--- config.mk ---
export PLATFORM = sky130hd
export DESIGN_NAME = mp_add_seq
export DESIGN_NICKNAME = d
export VERILOG_FILES = /design/src/rtl/mp_add_seq.sv
export SDC_FILE = /design/constraint.sdc
export NUM_CORES = 1
export LEC_CHECK = 0
export ABC_AREA = 1
export CAP_MARGIN = 20
export CORE_MARGIN = 2
export CORE_UTILIZATION = 46
export DETAILED_ROUTE_END_ITERATION = 8
export PLACE_DENSITY = 0.77
export SLEW_MARGIN = 0
export SYNTH_ARGS = -nofsm -noshare
export SYNTH_HDL_FRONTEND = slang
export SYNTH_SLANG_ARGS = --single-unit
export TNS_END_PERCENT = 10
--- constraint.sdc ---
create_clock -name clk -period 4.1 [get_ports clk]
set_clock_uncertainty 0.05 [all_clocks]
set_input_delay 0.82 -clock clk [delete_from_list [all_inputs] [get_ports clk]]
set_output_delay 0.82 -clock clk [all_outputs]
set_load 0.02 [all_outputs]
--- src/rtl/mp_add_seq.sv ---
// Wide add/subtract sequencer: one DATA_WIDTH-bit add slice is reused NUM_WORDS
// times, least-significant slice first, and the carry is held in a register between slices.
module mp_add_seq #(
    parameter int DATA_WIDTH = 8,
    parameter int NUM_WORDS  = 4
) (
    input  logic                            clk,
    input  logic                            rst,
    input  logic                            start,
    input  logic                            sub,
    input  logic [DATA_WIDTH*NUM_WORDS-1:0] A,
    input  logic [DATA_WIDTH*NUM_WORDS-1:0] B,
    input  logic                            CIN,
    output logic                            busy,
    output logic                            done,
    output logic [DATA_WIDTH*NUM_WORDS-1:0] SUM,
    output logic                            COUT,
    output logic                            OVF
);

    localparam int W     = DATA_WIDTH * NUM_WORDS;
    localparam int IDX_W = (NUM_WORDS > 1) ? $clog2(NUM_WORDS) : 1;

    typedef enum logic [1:0] {
        S_IDLE = 2'd0,
        S_RUN  = 2'd1,
        S_DONE = 2'd2
    } state_t;

    state_t                r_state;
    state_t                w_state_nxt;
    logic [W-1:0]          r_a;
    logic [W-1:0]          r_bx;
    logic [W-1:0]          r_sum;
    logic                  r_carry;
    logic                  r_cout;
    logic                  r_ovf;
    logic [IDX_W-1:0]      r_idx;
    logic                  w_accept;
    logic                  w_last;
    logic [DATA_WIDTH-1:0] w_a_sl;
    logic [DATA_WIDTH-1:0] w_b_sl;
    logic [DATA_WIDTH-1:0] w_s;
    logic                  w_c;
    logic                  w_c_msb;

    // Slice mux and the shared ripple adder
    always_comb begin
        w_a_sl = '0;
        w_b_sl = '0;
        for (int i = 0; i < NUM_WORDS; i++) begin
            if (r_idx == IDX_W'(i)) begin
                w_a_sl = r_a[i*DATA_WIDTH +: DATA_WIDTH];
                w_b_sl = r_bx[i*DATA_WIDTH +: DATA_WIDTH];
            end
        end
        {w_c, w_s} = {1'b0, w_a_sl} + {1'b0, w_b_sl} + {{DATA_WIDTH{1'b0}}, r_carry};
        // Carry into the MSB recovered from the MSB sum bit and its two operand bits
        w_c_msb = w_s[DATA_WIDTH-1] ^ w_a_sl[DATA_WIDTH-1] ^ w_b_sl[DATA_WIDTH-1];
    end

    assign w_last   = (r_idx == IDX_W'(NUM_WORDS - 1));
    assign w_accept = start && (r_state != S_RUN);

    always_comb begin
        w_state_nxt = r_state;
        case (r_state)
            S_IDLE:  if (w_accept) w_state_nxt = S_RUN;
            S_RUN:   if (w_last) w_state_nxt = S_DONE;
            S_DONE:  w_state_nxt = w_accept ? S_RUN : S_IDLE;
            default: w_state_nxt = S_IDLE;
        endcase
    end

    always_ff @(posedge clk) begin
        if (rst) begin
            r_state <= S_IDLE;
        end else begin
            r_state <= w_state_nxt;
        end
    end

    // Operand capture, per-slice writeback and final flags
    always_ff @(posedge clk) begin
        if (rst) begin
            r_idx   <= '0;
            r_carry <= 1'b0;
            r_sum   <= '0;
            r_cout  <= 1'b0;
            r_ovf   <= 1'b0;
        end else if (w_accept) begin
            r_a     <= A;
            r_bx    <= sub ? ~B : B;
            r_carry <= sub ? 1'b1 : CIN;
            r_sum   <= '0;
            r_cout  <= 1'b0;
            r_ovf   <= 1'b0;
            r_idx   <= '0;
        end else if (r_state == S_RUN) begin
            for (int i = 0; i < NUM_WORDS; i++) begin
                if (r_idx == IDX_W'(i)) begin
                    r_sum[i*DATA_WIDTH +: DATA_WIDTH] <= w_s;
                end
            end
            r_carry <= w_c;
            r_idx   <= r_idx + IDX_W'(1);
            if (w_last) begin
                r_cout <= w_c;
                r_ovf  <= w_c_msb ^ w_c;
            end
        end
    end

    assign busy = (r_state == S_RUN);
    assign done = (r_state == S_DONE);
    assign SUM  = r_sum;
    assign COUT = r_cout;
    assign OVF  = r_ovf;

endmodule

==> reports/metrics.yaml, run 1 <==
status: "finished, final reports clean"
io_pins: 105
dr_total_vias: 3493
cap_violations: 0
multi_input_area_um2: 1720
core_area_um2: 9864
pwr-share-comb: 0.192
crit_start: "r_idx[1]$_SDFFE_PP0P_"
drc: 0
wire_per_inst_um: 15.16
synth_ff_type: "edfxtp_1"
die_area_um2: 11090
period_minus_slack_ns: 3.488
post_cts_resize_count: 0
ctsHoldBuffers: 0
insertion_delay_ns: 0.37
nNetsFinal: 640
hold_ws_ns: 0.4304
grt_util_all_layers: 0.1973
cp_max_fo: 19
r2r_start: "r_idx[1]$_SDFFE_PP0P_"
synthesis.nets: 544
port_buffers: 104
drive_gt1_frac: 0.06572
path_cells: "inv_1 -> ha_1 -> nor2_4 -> a22oi_1 -> o21ai_0 -> o21ai_0 -> fa_1 -> inv_1 -> fa_1 -> nand3_1 -> nand2_1 -> nand2_1 -> nand2_1 -> a21oi_1 -> or2_2 -> nand3_1 -> nand2_1 -> inv_1"
grt_pass1_wl_um: 17230
rows: 36
switching_power_uw: 649.1
cts_tree: "done"
place_area_um2: 5827
layout_commonest_cell: "clkdlybuf4s50_1"
synth_area_um2: 4721
synth_edf_count: 64
async_reset_ff_frac: 0
fmax_ghz: 0.2867
swShare: 0.2938
post-route-period-util: 0.8507
die_x_um: 105.3
synthCells: 462
cts.sinks: 103
synth.avg_cell_area_um2: 10.22
hp-start: "SUM[1]$_SDFFE_PP0P_"
vdd_drop_max_v: 0.0001775
worstSetupPathType: "register to register"
tns_ns: 0
start_kind: "register"
reg2reg_depth: 18
cp_common_cell: "nand2_1"
ys_ff_latch: 103
yosysSeqAreaShare: 0.5725
slowest_stage: "ha_1"
grt-ovfl-total: 0
drt_iter0_markers: 234
post-cts-setup-buffers: 0
antennaDiodeCount: 0
yosys_warnings: 0
most-common-layout-cells: "clkdlybuf4s50_1 (103), nand2_1 (81), edfxtp_1 (64)"
via_per_inst: 5.019
setup_viol: 0
hold_viol: 0
power_mw: 2.210
fin_util: 0.6098
cp_data_required_time_ns: 4.36
power_density_nw_per_um2: 367.3
cp.arrival_ns: 3.75
synth_cell_type_count: 34
slowest_delay_ns: 0.44
r2r_slack_ns: 0.61
path_clk_slew_ns: 0.12
dp_hpwl_um: 7832
seqPwrFrac: 0.528
fill_cells: 808
cts-root-buf: "clkbuf_8"
regArea_um2: 2703
hold_path.class: "register to register"
dr.pass1.iters: 6
cts_max_level: 3
tightest_slew_ns: 0.9089
cts_buffer_depth: 2
p_clk_frac: 0.280
routed_wl_um: 10550
chipHeight_um: 105.3
p_leak_nw: 2.450
routabilityCongestion: 0.8560
cts_buffers: 9
r2r-end: "SUM[6]$_SDFFE_PP0P_"
rsz0062_at_grt: "no"
antenna_left: 0
p_int_mw: 1.561
antenna_found_initial: 0
relSlewSlack: 0.3941
endpoint: "SUM[6]$_SDFFE_PP0P_"
drv_slew: 0
area_growth_syn_to_layout_pct: 27.43
cp-end-kind: "register"
grt_pass1_vias: 3558
fin_area_um2: 6016
grt_max_degree: 64
start_util: 0.4786
critical path: cells and delay by family, from the launching register on:
family / cells / cell delay, ns
adder cells (fa/ha/maj): 3 / 1.05
AO/OA/AOI/OAI: 4 / 0.50
flip-flops: 1 / 0.39
AND/OR/NAND/NOR: 8 / 1.20
buffers and inverters: 3 / 0.24
worst min path at each step:
stage                                 end  slack, ns  cells after the start
finish                SUM[1]$_SDFFE_PP0P_       0.43                      2
global route         SUM[17]$_SDFFE_PP0P_       0.44                      2
CTS                  SUM[25]$_SDFFE_PP0P_       0.43                      2
detailed placement   SUM[25]$_SDFFE_PP0P_       0.42                      2
global placement     SUM[17]$_SDFFE_PP0P_       0.41                      2
floorplan           r_idx[1]$_SDFFE_PP0P_       0.42                      2
power by group through the flow:
stage               Sequential, mW  Clock (mW)  Combinational [mW]
floorplan                     1.20           0               0.253
global placement              1.19           0               0.410
detailed placement            1.19           0               0.421
CTS                           1.17       0.626               0.424
global route                  1.17       0.662               0.475
finish                        1.17       0.619               0.424
layer usage:
metal	vias to the layer above	GRT usage	wire, um
met3	17	0.03278	455
met1	1619	0.2416	4572
met5	-	0	0
li1	1742	-	-
met2	115	0.3387	5302
met4	0	0.09238	218
layout make-up:
type | count | area share
Tap cell | 133 | 0.02766
Multi-Input combinational cell | 288 | 0.2860
Clock buffer | 9 | 0.02059
Timing Repair Buffer | 105 | 0.1735
Inverter | 51 | 0.03224
Clock inverter | 7 | 0.01082
Sequential cell | 103 | 0.4493
stage by stage:
step / instances / setup slack (ns)
after floorplan: 462 / 0.004922
after global placement: 680 / 0.8411
after detailed placement: 680 / 0.7081
after CTS: 696 / 0.6861
after global routing: 696 / 0.2379
final: 696 / 0.6123
synth_stat cells, types with 2 or more instances:
master     n  area, um^2
nand2_1   81       304.0
edfxtp_1  64        1922
inv_1     45       168.9
a21oi_1   42       210.2
dfxtp_1   39       780.8
xor2_1    35       306.5
o21ai_0   30       150.1
nor2_1    20       75.07
o21a_1    13       97.59
ha_1      11       137.6
nand3_1   10       50.05
a22oi_1    9       67.56
buf_2      8       40.04
clkbuf_1   6       22.52
buf_4      5       37.54
inv_2      5       18.77
nor2_4     5       56.30
o211ai_1   5       37.54
o21bai_1   5       37.54
a22o_1     4       35.03
o21ai_1    4       20.02
fa_1       2       40.04
nor2_2     2       12.51
or2_2      2       12.51
sequential cells by signal (all words and copies together) (netlist names):
register	flops
SUM	32
r_a	32
r_bx	32
r_idx	2
r_state	2
COUT	1
OVF	1
r_carry	1
kinds of logic (layout without fill, tap and decap cells):
group                    Yosys count  after routing  share of synthesized area
AND/OR/NAND/NOR                  124            124                     0.1140
AO/OA/AOI/OAI                    115            115                     0.1444
flip-flops                       103            103                     0.5725
buffers and inverters             71            172                    0.06467
XOR/XNOR                          36             36                    0.06679
adder cells (fa/ha/maj)           13             13                    0.03764
(Power assumes the default switching activity.)
==> run 2: changes to the inputs <==
--- a/config.mk
+++ b/config.mk
@@ -8,9 +8,9 @@
 export ABC_AREA = 1
 export CAP_MARGIN = 20
 export CORE_MARGIN = 2
-export CORE_UTILIZATION = 46
+export CORE_UTILIZATION = 45
 export DETAILED_ROUTE_END_ITERATION = 8
-export PLACE_DENSITY = 0.77
+export PLACE_DENSITY = 0.75
 export SLEW_MARGIN = 0
 export SYNTH_ARGS = -nofsm -noshare
 export SYNTH_HDL_FRONTEND = slang
==> run 2 against run 1 <==
  * Wire length fell by 1.4%
  * Global-route usage shrank 0.51 points
  * Via count up 1.3%
  * Hold slack got worse by 0.0082 ns
  * Sequential power hardly changed
  * Count of clock-buffer cells in the layout is the same
  * Critical path type unchanged
  * Critical endpoint unchanged
  * Highest routed layer unchanged
==> reports/metrics.yaml, run 2 (same netlist as run 1, synthesis figures left out) <==
cts_tree: "done"
cts-root-buf: "clkbuf_8"
cts_buffer_depth: 2
seqPwrFrac: 0.491
grt_util_all_layers: 0.1921
pwr-share-comb: 0.181
dr_total_vias: 3538
drc: 0
layout_commonest_cell: "clkdlybuf4s50_1"
cp-end-kind: "register"
dr.pass1.iters: 5
drive_gt1_frac: 0.07067
cap_violations: 0
grt_max_degree: 34
dr_wl_met2_um: 5119
switching_power_uw: 631.4
start_util: 0.4593
tightest_slew_ns: 0.9518
dp_hpwl_um: 7692
cp_max_fo: 17
antenna_left: 0
power_density_nw_per_um2: 388.2
post-route-period-util: 0.8438
grt_pass1_wl_um: 16710
nNetsFinal: 643
core_area_um2: 10280
p_int_mw: 1.737
antennaDiodeCount: 0
rsz0062_at_grt: "no"
die_area_um2: 11330
top_layer: "met4"
tns_ns: 0
io_pins: 105
status: "finished, final reports clean"
drv_slew: 0
grt_pass1_vias: 3444
port_buffers: 104
cts_max_level: 3
fmax_ghz: 0.2891
vdd_drop_max_v: 0.0001637
die_x_um: 106.4
area_growth_syn_to_layout_pct: 29.23
wire_per_inst_um: 14.81
worstSetupPathType: "register to register"
path_clk_slew_ns: 0.10
ctsHoldBuffers: 0
grt-ovfl-total: 0
hold_viol: 0
start_kind: "register"
chipHeight_um: 106.4
p_clk_frac: 0.328
period_minus_slack_ns: 3.459
cts_buffers: 9
antenna_found_initial: 0
insertion_delay_ns: 0.38
setup_viol: 0
post-cts-setup-buffers: 0
most-common-layout-cells: "clkdlybuf4s50_1 (103), nand2_1 (81), edfxtp_1 (64)"
wl_met1_um: 4427
routabilityCongestion: 0.8784
preCtsSetupSlack_ns: 0.7591
p_leak_nw: 2.491
cts.sinks: 103
relSlewSlack: 0.3655
rows: 37
timing.final.ws_setup_ns: 0.6405
cp.arrival_ns: 3.74
post_cts_resize_count: 0
r2r_slack_ns: 0.64
wl_met3_um: 622
cp_data_required_time_ns: 4.38
fill_cells: 855
swShare: 0.2666
routed_wl_um: 10400
via_per_inst: 5.040
drt_iter0_markers: 162
hold_path.class: "register to register"
-- run 2: cell count changes in the layout (fill, tap and decap cells not counted) --
| cell | previous run | this run |
|---|---|---|
| clkinvlp_2 | 1 | 0 |
| bufinv_16 | 0 | 3 |
| clkinvlp_4 | 0 | 1 |
| inv_6 | 5 | 3 |
| buf_4 | 1 | 4 |
| clkinv_8 | 1 | 0 |
-- run 2: path summary, 6_finish.rpt --
check / from / end / cells past startpoint
max reg2reg: r_idx[0]$_SDFFE_PP0P_ / SUM[6]$_SDFFE_PP0P_ / 19
min reg2reg: SUM[9]$_SDFFE_PP0P_ / SUM[9]$_SDFFE_PP0P_ / 2
min: SUM[9]$_SDFFE_PP0P_ / SUM[9]$_SDFFE_PP0P_ / 2
max: r_idx[0]$_SDFFE_PP0P_ / SUM[6]$_SDFFE_PP0P_ / 19
-- run 2: cell type report --
| class | count | area (um^2) | area share |
|---|---|---|---|
| inverters | 51 | 193.9 | 0.03179 |
| well taps | 136 | 170.2 | 0.02789 |
| flip-flops and latches | 103 | 2703 | 0.4430 |
| repair buffers | 108 | 1066 | 0.1747 |
| clock buffers | 9 | 123.9 | 0.02030 |
| clock inverters | 7 | 123.9 | 0.02030 |
| multi-input cells | 288 | 1720 | 0.2820 |
-- run 2: power by group through the flow --
stage | sequential, mW | combinational, mW | clock (mW)
after global placement | 1.19 | 0.415 | 0
after detailed placement | 1.19 | 0.425 | 0
after floorplan | 1.20 | 0.253 | 0
final | 1.16 | 0.428 | 0.777
after CTS | 1.16 | 0.428 | 0.786
after global routing | 1.17 | 0.476 | 0.826
-- run 2: worst max-delay path, cell delays in order, from the launching register on --
cell and delay, ns:
dfxtp_1 0.39, inv_1 0.09, ha_1 0.34, inv_1 0.34
buf_4 0.27, o21ai_0 0.09, a21oi_1 0.16, a21oi_1 0.07
fa_1 0.38, inv_1 0.09, fa_1 0.20, nand3_1 0.09
nand2_1 0.15, nand2_1 0.06, nand2_1 0.06, a21oi_1 0.06
or2_2 0.32, nand3_1 0.09, nand2_1 0.07, inv_1 0.05
-- run 2: through the flow --
| stage | power, mW | area, um^2 | hold slack [ns] | utilization | std cells |
|---|---|---|---|---|---|
| global route | 2.470 | 6101 | 0.4404 | 0.5936 | 702 |
| detailed placement | 1.613 | 5853 | 0.4120 | 0.5695 | 686 |
| finish | 2.369 | 6101 | 0.4222 | 0.5936 | 702 |
| CTS | 2.378 | 6101 | 0.4251 | 0.5936 | 702 |
| global placement | 1.602 | 5853 | 0.4141 | 0.5695 | 686 |
| floorplan | 1.449 | 4721 | 0.4240 | - | 462 |
-- run 2: per-layer routing --
| layer | up-vias | GRT usage |
|---|---|---|
| met4 | 0 | 0.07792 |
| met1 | 1632 | 0.2404 |
| met2 | 136 | 0.3292 |
| met5 | - | 0 |
| met3 | 19 | 0.03433 |
| li1 | 1751 | - |
==> run 3: changes to the inputs <==
--- a/config.mk
+++ b/config.mk
@@ -10,7 +10,7 @@
 export CORE_MARGIN = 2
 export CORE_UTILIZATION = 45
 export DETAILED_ROUTE_END_ITERATION = 8
-export PLACE_DENSITY = 0.75
+export PLACE_DENSITY = 0.73
 export SLEW_MARGIN = 0
 export SYNTH_ARGS = -nofsm -noshare
 export SYNTH_HDL_FRONTEND = slang
==> constraint.sdc (replaced) <==
create_clock -name clk -period 3.2 [get_ports clk]
set_clock_uncertainty 0.05 [all_clocks]
set_input_delay 0.64 -clock clk [delete_from_list [all_inputs] [get_ports clk]]
set_output_delay 0.64 -clock clk [all_outputs]
set_load 0.02 [all_outputs]
==> run 3 against run 2 <==
  * Cell area increased by 1.3%
  * Sequential power up 28%
  * Cell count grew 1.3%
  * Core utilization is 0.75 points higher
  * Global-route usage shrank 0.42 points
  * Wire length fell by 0.54%
  * Count of clock-buffer cells in the layout is the same
  * Critical path depth did not move
  * Critical path type unchanged
==> reports/metrics.yaml, run 3 (same netlist as run 1, synthesis figures left out) <==
status: "finished, final reports clean"
layout_commonest_cell: "clkdlybuf4s50_1"
cts_tree: "done"
period_minus_slack_ns: 2.992
ctsHoldBuffers: 0
multi_input_area_um2: 1759
power_density_nw_per_um2: 470.7
power_mw: 2.908
die_area_um2: 11330
dp_hpwl_um: 7899
path_cells: "inv_1 -> ha_4 -> inv_2 -> nor2_4 -> a22oi_1 -> o21ai_0 -> o21ai_1 -> fa_1 -> inv_1 -> fa_2 -> nand3_1 -> nand2_2 -> nand2_1 -> nand2_1 -> a21oi_2 -> or2_2 -> nand3_1 -> nand2_1 -> inv_1"
nNetsFinal: 652
post-route-period-util: 0.9350
cts_buffer_depth: 2
antenna_found_initial: 0
fmax_ghz: 0.3342
p_int_mw: 2.092
cts_max_level: 3
start_kind: "register"
insertion_delay_ns: 0.37
core_area_um2: 10280
vdd_drop_max_v: 0.0002005
antenna_left: 0
swShare: 0.2807
drc: 0
cts.sinks: 103
grt_util_all_layers: 0.1879
cp.arrival_ns: 3.26
regArea_um2: 2705
slowest_delay_ns: 0.41
p_clk_frac: 0.290
hold_viol: 0
cp_data_required_time_ns: 3.47
setup_viol: 0
cp_max_fo: 6
most-common-layout-cells: "clkdlybuf4s50_1 (103), nand2_1 (80), edfxtp_1 (64)"
cts_buffers: 9
pwr-share-comb: 0.196
area_growth_syn_to_layout_pct: 30.88
hold_path.class: "register to register"
cts-root-buf: "clkbuf_8"
grt_pass1_wl_um: 16440
drt_iter0_markers: 160
tightest_slew_ns: 0.6223
worstSetupPathType: "register to register"
grt-ovfl-total: 0
relSlewSlack: 0.5841
die_x_um: 106.4
cp-end-kind: "register"
seqPwrFrac: 0.514
antennaDiodeCount: 0
dr.pass1.iters: 4
via_per_inst: 5.000
wire_per_inst_um: 14.54
path_clk_slew_ns: 0.10
io_pins: 105
port_buffers: 104
switching_power_uw: 816.4
grt_max_degree: 42
grt_pass1_vias: 3421
dr_total_vias: 3555
routed_wl_um: 10340
tns_ns: 0
rows: 37
cap_violations: 0
chipHeight_um: 106.4
drv_slew: 0
fill_cells: 901
start_util: 0.4593
routabilityCongestion: 0.8894
p_leak_nw: 2.519
drive_gt1_frac: 0.1061
slowest_stage: "fa_1"
-- run 3: worst max-delay path: cells and delay by family (launching register included) --
kind / cells / cell delay (ns)
flops: 1 / 0.36
fa+ha+maj: 3 / 0.80
simple gates: 8 / 0.99
compound gates: 4 / 0.42
buf+inv: 4 / 0.33
-- run 3: layout make-up --
type | instances | area share
clock buffer | 9 | 0.02005
timing repair buffer | 117 | 0.1841
tap | 136 | 0.02754
sequential | 103 | 0.4378
multi-input combinational | 288 | 0.2847
inverter | 51 | 0.03200
clock inverter | 7 | 0.01377
-- run 3: timing repair --
action,4_1_cts,5_1_grt
setup buffers,0,3
gates resized for setup,0,16
endpoints found under the setup margin,0,14
-- run 3: stage by stage --
stage                     utilization  worst slack [ns]  instances  area (um^2)  hold WS (ns)
final                          0.6012            0.2079        711         6178        0.4318
after global routing           0.6012          -0.05486        711         6178        0.4518
after CTS                      0.5942            0.1005        708         6107        0.4280
after detailed placement       0.5739            0.1308        692         5898        0.4129
after global placement         0.5739            0.3088        692         5898        0.4149
after floorplan                     -            0.2760        462         4723        0.4240
-- run 3: routing by layer --
| layer | GRT usage | vias up | wire length (um) |
|---|---|---|---|
| li1 | - | 1767 | - |
| met1 | 0.2345 | 1664 | 4469 |
| met2 | 0.3237 | 110 | 5199 |
| met3 | 0.03679 | 14 | 508 |
| met4 | 0.06957 | 0 | 164 |
| met5 | 0 | - | 0 |
-- run 3: worst paths after layout --
path	slack, ns	cells past startpoint	endpoint	start
max	0.21	19	SUM[22]$_SDFFE_PP0P_	r_idx[0]$_SDFFE_PP0P_
min	0.43	2	SUM[1]$_SDFFE_PP0P_	SUM[1]$_SDFFE_PP0P_
max reg2reg	0.21	19	SUM[22]$_SDFFE_PP0P_	r_idx[0]$_SDFFE_PP0P_
min reg2reg	0.43	2	SUM[1]$_SDFFE_PP0P_	SUM[1]$_SDFFE_PP0P_
-- run 3: power by group through the flow --
stage / clock network (mW) / logic (mW) / registers, mW
2_1_floorplan: 0 / 0.325 / 1.53
3_3_place_gp: 0 / 0.538 / 1.52
3_5_place_dp: 0 / 0.550 / 1.52
4_1_cts: 0.857 / 0.552 / 1.49
5_1_grt: 0.913 / 0.632 / 1.50
6_report: 0.844 / 0.570 / 1.49
